[src/rtl/alu_pkg.sv]
// Shared types and constants for the ALU issue unit.
// Optional divide/modulus-by-zero trapping is enabled by ALU_ISSUE_DIVZERO_CHECK_EN.
package alu_pkg;

    localparam int OPERAND_W = 4;
    localparam int RESULT_W  = 8;
    localparam int CMD_W     = 3 * OPERAND_W;

    localparam logic [OPERAND_W-1:0] OP_ADD = 4'b0000;
    localparam logic [OPERAND_W-1:0] OP_SUB = 4'b0001;
    localparam logic [OPERAND_W-1:0] OP_AND = 4'b0010;
    localparam logic [OPERAND_W-1:0] OP_OR  = 4'b0011;
    localparam logic [OPERAND_W-1:0] OP_XOR = 4'b0100;
    localparam logic [OPERAND_W-1:0] OP_NOT = 4'b0101;
    localparam logic [OPERAND_W-1:0] OP_SHL = 4'b0110;
    localparam logic [OPERAND_W-1:0] OP_SHR = 4'b0111;
    localparam logic [OPERAND_W-1:0] OP_MUL = 4'b1000;
    localparam logic [OPERAND_W-1:0] OP_DIV = 4'b1001;
    localparam logic [OPERAND_W-1:0] OP_MOD = 4'b1010;
    localparam logic [OPERAND_W-1:0] OP_LT  = 4'b1011;
    localparam logic [OPERAND_W-1:0] OP_EQ  = 4'b1100;

    typedef enum logic [1:0] {
        IDLE  = 2'd0,
        DRIVE = 2'd1,
        RESP  = 2'd2
    } state_t;

    typedef struct packed {
        logic [OPERAND_W-1:0] sel;
        logic [OPERAND_W-1:0] a;
        logic [OPERAND_W-1:0] b;
    } cmd_t;

    function automatic logic is_div_op(input logic [OPERAND_W-1:0] sel);
        return (sel == OP_DIV) || (sel == OP_MOD);
    endfunction

endpackage

[src/rtl/alu_cmd_fifo.sv]
// Command FIFO for the ALU issue unit; DEPTH must be a power of two.
module alu_cmd_fifo #(
    parameter int DEPTH = 4,
    parameter int WIDTH = 12
) (
    input  logic             clk,
    input  logic             rst,
    input  logic             push,
    input  logic             pop,
    input  logic [WIDTH-1:0] din,
    output logic [WIDTH-1:0] head,
    output logic             full,
    output logic             empty
);

    localparam int PW = $clog2(DEPTH);
    localparam int CW = $clog2(DEPTH + 1);

    logic [WIDTH-1:0] mem_q [DEPTH];
    logic [WIDTH-1:0] mem_d [DEPTH];
    logic [PW-1:0]    wr_ptr_q, wr_ptr_d;
    logic [PW-1:0]    rd_ptr_q, rd_ptr_d;
    logic [CW-1:0]    count_q, count_d;
    logic             do_push, do_pop;

    assign full    = (count_q == CW'(DEPTH));
    assign empty   = (count_q == '0);
    assign head    = mem_q[rd_ptr_q];
    assign do_push = push && !full;
    assign do_pop  = pop && !empty;

    always_comb begin
        mem_d    = mem_q;
        wr_ptr_d = wr_ptr_q;
        rd_ptr_d = rd_ptr_q;
        count_d  = count_q;
        if (do_push) begin
            mem_d[wr_ptr_q] = din;
            wr_ptr_d        = (wr_ptr_q == PW'(DEPTH - 1)) ? '0 : wr_ptr_q + 1'b1;
        end
        if (do_pop) begin
            rd_ptr_d = (rd_ptr_q == PW'(DEPTH - 1)) ? '0 : rd_ptr_q + 1'b1;
        end
        case ({do_push, do_pop})
            2'b10:   count_d = count_q + 1'b1;
            2'b01:   count_d = count_q - 1'b1;
            default: count_d = count_q;
        endcase
    end

    always_ff @(posedge clk) begin
        mem_q <= mem_d;
        if (rst) begin
            wr_ptr_q <= '0;
            rd_ptr_q <= '0;
            count_q  <= '0;
        end else begin
            wr_ptr_q <= wr_ptr_d;
            rd_ptr_q <= rd_ptr_d;
            count_q  <= count_d;
        end
    end

endmodule

[src/rtl/alu_issue_unit.sv]
// Queues ALU commands, issues them to an external ALU and holds each response until accepted.
// Define ALU_ISSUE_DIVZERO_CHECK_EN to trap divide/modulus by zero into rsp_err.
//
// state | meaning
// IDLE  | no command in flight, waiting for FIFO data
// DRIVE | operands on the ALU bus, result captured at the end of this cycle
// RESP  | response held until rsp_ready
module alu_issue_unit
    import alu_pkg::*;
#(
    parameter int FIFO_DEPTH = 4
) (
    input  logic                 clk,
    input  logic                 rst,
    input  logic                 cmd_valid,
    output logic                 cmd_ready,
    input  logic [OPERAND_W-1:0] cmd_a,
    input  logic [OPERAND_W-1:0] cmd_b,
    input  logic [OPERAND_W-1:0] cmd_sel,
    output logic [OPERAND_W-1:0] alu_a,
    output logic [OPERAND_W-1:0] alu_b,
    output logic [OPERAND_W-1:0] alu_sel,
    input  logic [RESULT_W-1:0]  alu_out,
    input  logic                 alu_carry,
    output logic                 rsp_valid,
    input  logic                 rsp_ready,
    output logic [RESULT_W-1:0]  rsp_data,
    output logic                 rsp_carry,
    output logic                 rsp_err
);

    state_t               state_q, state_d;
    logic [OPERAND_W-1:0] alu_a_q, alu_a_d, alu_b_q, alu_b_d, alu_sel_q, alu_sel_d;
    logic [RESULT_W-1:0]  rsp_data_q, rsp_data_d;
    logic                 rsp_valid_q, rsp_valid_d;
    logic                 rsp_carry_q, rsp_carry_d;
    logic                 rsp_err_q, rsp_err_d;
    logic                 fifo_full, fifo_empty, fifo_pop;
    logic [CMD_W-1:0]     fifo_head;
    cmd_t                 head_cmd;

    assign cmd_ready = !fifo_full && !rst;
    assign head_cmd  = cmd_t'(fifo_head);

    alu_cmd_fifo #(
        .DEPTH (FIFO_DEPTH),
        .WIDTH (CMD_W)
    ) u_fifo (
        .clk   (clk),
        .rst   (rst),
        .push  (cmd_valid && cmd_ready),
        .pop   (fifo_pop),
        .din   ({cmd_sel, cmd_a, cmd_b}),
        .head  (fifo_head),
        .full  (fifo_full),
        .empty (fifo_empty)
    );

    always_comb begin
        state_d     = state_q;
        alu_a_d     = alu_a_q;
        alu_b_d     = alu_b_q;
        alu_sel_d   = alu_sel_q;
        rsp_valid_d = rsp_valid_q;
        rsp_data_d  = rsp_data_q;
        rsp_carry_d = rsp_carry_q;
        rsp_err_d   = rsp_err_q;
        fifo_pop    = 1'b0;
        case (state_q)
            IDLE: begin
                if (!fifo_empty) begin
                    fifo_pop  = 1'b1;
                    alu_a_d   = head_cmd.a;
                    alu_b_d   = head_cmd.b;
                    alu_sel_d = head_cmd.sel;
                    state_d   = DRIVE;
                end
            end
            DRIVE: begin
                rsp_valid_d = 1'b1;
                rsp_data_d  = alu_out;
                rsp_carry_d = alu_carry;
                rsp_err_d   = 1'b0;
`ifdef ALU_ISSUE_DIVZERO_CHECK_EN
                if (is_div_op(alu_sel_q) && (alu_b_q == '0)) begin
                    rsp_data_d  = '0;
                    rsp_carry_d = 1'b0;
                    rsp_err_d   = 1'b1;
                end
`endif
                state_d = RESP;
            end
            RESP: begin
                if (rsp_ready) begin
                    rsp_valid_d = 1'b0;
                    if (!fifo_empty) begin
                        fifo_pop  = 1'b1;
                        alu_a_d   = head_cmd.a;
                        alu_b_d   = head_cmd.b;
                        alu_sel_d = head_cmd.sel;
                        state_d   = DRIVE;
                    end else begin
                        state_d = IDLE;
                    end
                end
            end
            default: state_d = IDLE;
        endcase
    end

    always_ff @(posedge clk) begin
        if (rst) begin
            state_q     <= IDLE;
            alu_a_q     <= '0;
            alu_b_q     <= '0;
            alu_sel_q   <= '0;
            rsp_valid_q <= 1'b0;
            rsp_data_q  <= '0;
            rsp_carry_q <= 1'b0;
            rsp_err_q   <= 1'b0;
        end else begin
            state_q     <= state_d;
            alu_a_q     <= alu_a_d;
            alu_b_q     <= alu_b_d;
            alu_sel_q   <= alu_sel_d;
            rsp_valid_q <= rsp_valid_d;
            rsp_data_q  <= rsp_data_d;
            rsp_carry_q <= rsp_carry_d;
            rsp_err_q   <= rsp_err_d;
        end
    end

    assign alu_a     = alu_a_q;
    assign alu_b     = alu_b_q;
    assign alu_sel   = alu_sel_q;
    assign rsp_valid = rsp_valid_q;
    assign rsp_data  = rsp_data_q;
    assign rsp_carry = rsp_carry_q;
`ifdef ALU_ISSUE_DIVZERO_CHECK_EN
    assign rsp_err   = rsp_err_q;
`else
    assign rsp_err   = 1'b0;
`endif

endmodule
[config.mk]
export PLATFORM = sky130hd
export DESIGN_NAME = alu_issue_unit
export DESIGN_NICKNAME = d
export VERILOG_FILES = /design/src/rtl/alu_pkg.sv /design/src/rtl/alu_cmd_fifo.sv /design/src/rtl/alu_issue_unit.sv
export SDC_FILE = /design/constraint.sdc
export NUM_CORES = 1
export LEC_CHECK = 0
export ABC_AREA = 1
export CAP_MARGIN = 25
export CORE_MARGIN = 1
export CORE_UTILIZATION = 58
export CTS_CLUSTER_DIAMETER = 60
export DETAILED_ROUTE_END_ITERATION = 6
export PLACE_DENSITY = 0.85
export SLEW_MARGIN = 20
export SYNTH_ARGS = -nofsm -noshare
export SYNTH_HDL_FRONTEND = slang
export SYNTH_SLANG_ARGS = --single-unit
export TNS_END_PERCENT = 1
[constraint.sdc]
create_clock -name clk -period 3.56 [get_ports clk]
set_clock_uncertainty 0.05 [all_clocks]
set_input_delay 1.068 -clock clk [delete_from_list [all_inputs] [get_ports clk]]
set_output_delay 1.068 -clock clk [all_outputs]
set_load 0.1 [all_outputs]
==> metrics.md <==
| Metric | Value |
|---|---|
| Run status | `complete, no violations` |
| TritonRoute pass-1 iters | `4` |
| Share of synthesized area occupied by flip-flops and latches | `60.1%` |
| Fin crit share | `87.3%` |
| Placer Congestion | `0.792` |
| Yosys synthesis warning count | `0` |
| Starting Density | `61.2%` |
| Cell at the root of the clock tree | `sky130_fd_sc_hd__clkbuf_8` |
| Arrival time of data at the critical path endpoint | `1.99 ns` |
| Count leader, synth | `sky130_fd_sc_hd__nand2_1` |
| Bufs and invs on worst path | `2` |
| Fillers | `427` |
| Worst R2R End | `alu_a[1]` |
| Number of H-tree levels | `3` |
| Smallest setup slack after layout | `0.453 ns` |
| Worst min-delay path endpoint | `u_fifo.count_q[0]` |
| Worst IR drop on VDD | `495 uV` |
| Vias in the first global route | `2431` |
| Category of the worst setup path launch point | `input pin` |
| Std cell rows | `27` |
| Post-Synth XOR/XNOR Area | `0%` |
| Max Fclk | `322 MHz` |
| Worst reg2reg path depth | `6` |
| Compound-Gate Fraction of Synth Area | `3.02%` |
| Hpwl dp | `4140 um` |
| Multi-input combinational cell area | `970 um2` |
| Final Setup Violations | `0` |
| Area share of fa/ha/maj cells after synthesis | `2.77%` |
| P per Cell Area | `839 nW/um2` |
| Synthesized area per cell | `8.87 um2` |
| Clock network fraction of total power | `18.4%` |
| Total Negative Setup Slacks | `0 ns` |
| Area used by sequential logic in the layout | `2060 um2` |
| Count of cells along the worst hold path | `1` |
| Later-pin clock latency in the skew report | `0.35 ns` |
| Source of the worst register-to-register timing path | `u_fifo.rd_ptr_q[0]` |
| Cell variety after synth | `26` |
| CTS tree | `yes` |
| Post-CTS Setup Inserts | `0` |
| Hold path startpoint | `u_fifo.count_q[0]` |
| Total power of the final layout | `3410 uW` |
| Leakage | `0.00192 uW` |
| CP peak stage delay | `0.50 ns` |
| Top area cells in the synthesized netlist | `sky130_fd_sc_hd__edfxtp_1 42%, sky130_fd_sc_hd__dfxtp_1 18%, sky130_fd_sc_hd__nand2_1 10%, sky130_fd_sc_hd__inv_1 8.4%, sky130_fd_sc_hd__nor2_1 6.6%` |
| Drt initial violations | `89` |
| DP Worst Slack | `0.449 ns` |
| Post-route ant nets | `0` |
| Clock edge transition at the registers on the reported setup and hold paths | `0.07 ns` |
| Combined area of all synthesized cells | `3430 um2` |
| Shortest period the worst path allows | `3.11 ns` |
| Global-route usage over all layers | `23.2%` |
| Number of cells produced by synthesis | `387` |
| Max Buffers Root-to-Sink | `2` |
| Most instantiated flip-flop cell in the synthesis netlist | `sky130_fd_sc_hd__edfxtp_1` |
| Layout net count | `468` |
| Global-route wire length before repair | `10700 um` |
| Type of the setup path with the least slack | `in -> out` |
| Final Non-Filler Cells | `513` |
| Number of pins with negative max-slew slack in the final report | `0` |
| Net switching share of the total power | `46.9%` |
| Avg Vias per Cell | `4.85` |
| Antenna diode count | `0` |
| Main combinational cell family by area after synthesis | `simple AND/OR/NAND/NOR gates` |
| Final-report hold violation count | `0` |
| Area share of the leading cell type in the synthesized netlist | `42.0%` |
| Area enclosed by the die boundary | `6230 um2` |
| Dominant delay contributor by cell family on the critical path | `buffers and inverters` |
| Number of sinks driven by the clock tree | `79` |
| Height of the die | `78.9 um` |
| Worst slew slack as a fraction of its limit | `36.7%` |
| Number of synthesized flops with an enable pin | `48` |
| Max capacitance violation total | `0` |
| Count of buffers from port buffering | `47` |
| Area growth from synthesis to final layout | `18.4%` |
| Via count of the routed design | `2486` |
| Kind of capture point of the worst setup path | `output pin` |
| Cell with the biggest individual delay on the critical path | `sky130_fd_sc_hd__clkdlybuf4s50_1` |
| Setup repair after global routing missed its margin | `false` |
| Number of gates resized after cts | `0` |
| Cell type with the largest total area after synthesis | `sky130_fd_sc_hd__edfxtp_1` |
| Measured slew at the worst slew-check pin | `0.948 ns` |
| Antenna violations before repair | `0` |
| Top cell types by occurrence after synthesis | `95 x sky130_fd_sc_hd__nand2_1, 77 x sky130_fd_sc_hd__inv_1, 60 x sky130_fd_sc_hd__nor2_1, 48 x sky130_fd_sc_hd__edfxtp_1, 31 x sky130_fd_sc_hd__dfxtp_1` |
| IO Count | `49` |
| Total length of routed wires | `6400 um` |
| Average routed wire per standard cell | `12.5 um` |
| Total congestion overflow | `0` |
| Async S/R FF share, synth | `0%` |
| Core ar. | `5610 um2` |
| Share of total power in sequential cells | `36.5%` |
| Pint | `1810 uW` |
| Gate power share | `45.0%` |
| Register bit total from synthesis | `79` |
| R2R Setup Slk | `1.53 ns` |
| Switching power summed over all nets | `1600 uW` |
| Die Span X | `78.9 um` |
| Total nets after synthesis | `419` |
| Number of buffers inserted during clock tree synthesis | `9` |
| Post-detailed-route DRC marker count | `0` |
| Maximum fanout encountered on the critical timing path | `4` |
| Number of placed instances, taps included | `497` |
| Class of the tightest hold or removal check | `reg -> reg` |
| Maximum number of pins on one net before global-route repair | `30` |
| Share of post-route cells with drive strength above 1 | `10.9%` |
| Worst EP required | `2.44 ns` |
| Chain of cells forming the critical path | `clkdlybuf4s50_1 -> a21oi_2 -> buf_12` |
| Simple-gate portion of the synthesized area | `22.2%` |
| Portion of netlist area occupied by mux cells | `0%` |
| CTS hold repair buffers | `0` |
==> how the worst max path moves through the flow <==
stage                     from        end  slack, ns  cells past startpoint
after floorplan            rst  cmd_ready       0.53                      1
after global placement     rst  cmd_ready       0.46                      3
after detailed placement   rst  cmd_ready       0.45                      3
after CTS                  rst  cmd_ready       0.44                      3
after global routing       rst  cmd_ready       0.43                      3
final                      rst  cmd_ready       0.45                      3
==> cells in the final DEF, fill, tap and decap left out, drive strengths merged <==
cell,instances
o21ai,13
clkdlybuf4s50,24
a211oi,1
clkinvlp,1
edfxtp,48
nor2,61
nor3,1
clkinv,4
clkbuf,11
inv,79
ha,6
fa,1
nand2,97
a21oi,4
bufinv,1
nand3,28
buf,28
dfxtp,31
conb,1
nand3b,1
==> stage by stage <==
step	hold WS, ns	utilization (%)	cell area, um2
2_1_floorplan	0.404	-	3440
3_3_place_gp	0.419	69.3	3880
3_5_place_dp	0.433	69.3	3880
4_1_cts	0.450	72.5	4070
5_1_grt	0.495	72.5	4070
6_report	0.451	72.5	4070
==> sequential cells by signal, indices dropped and copies added (netlist names) <==
register         flops
alu_sel              4
alu_b                4
alu_a                4
u_fifo.count_q       3
u_fifo.rd_ptr_q      2
rsp_carry            1
u_fifo.wr_ptr_q      2
rsp_valid            1
state_q              2
u_fifo.mem_q        48
rsp_data             8
==> power by group through the flow <==
stage / Combinational [uW] / Sequential (uW) / Clock [uW]
3_5_place_dp: 1530 / 1260 / 0
6_report: 1540 / 1250 / 628
5_1_grt: 1670 / 1260 / 676
3_3_place_gp: 1500 / 1260 / 0
2_1_floorplan: 702 / 1830 / 0
4_1_cts: 1540 / 1240 / 635
==> logic make-up (layout without fill, tap and decap cells) <==
logic type	after synthesis	in the layout
AOI/OAI and AO/OA	18	18
buffers and inverters	94	148
and+or+nand+nor	188	188
other	1	1
DFF	79	79
adders and majority gates	7	7
==> final cells by class <==
| cell class | instances | share of cell area [%] |
|---|---|---|
| Multi-Input combinational cell | 214 | 23.8 |
| Timing Repair Buffer | 52 | 11.4 |
| Clock inverter | 5 | 1.23 |
| Clock buffer | 11 | 3.23 |
| Tap cell | 72 | 2.22 |
| Sequential cell | 79 | 50.7 |
| Inverter | 80 | 7.38 |
==> metal layers <==
metal | vias to the layer above | routed length, um | global-route usage [%]
met5 | - | 0 | 0
met4 | 0 | 123 | 10.9
met3 | 12 | 351 | 6.55
met2 | 55 | 3100 | 39.3
met1 | 1143 | 2820 | 27.2
li1 | 1276 | - | -
No activity file was read; power rests on OpenSTA's default activity.
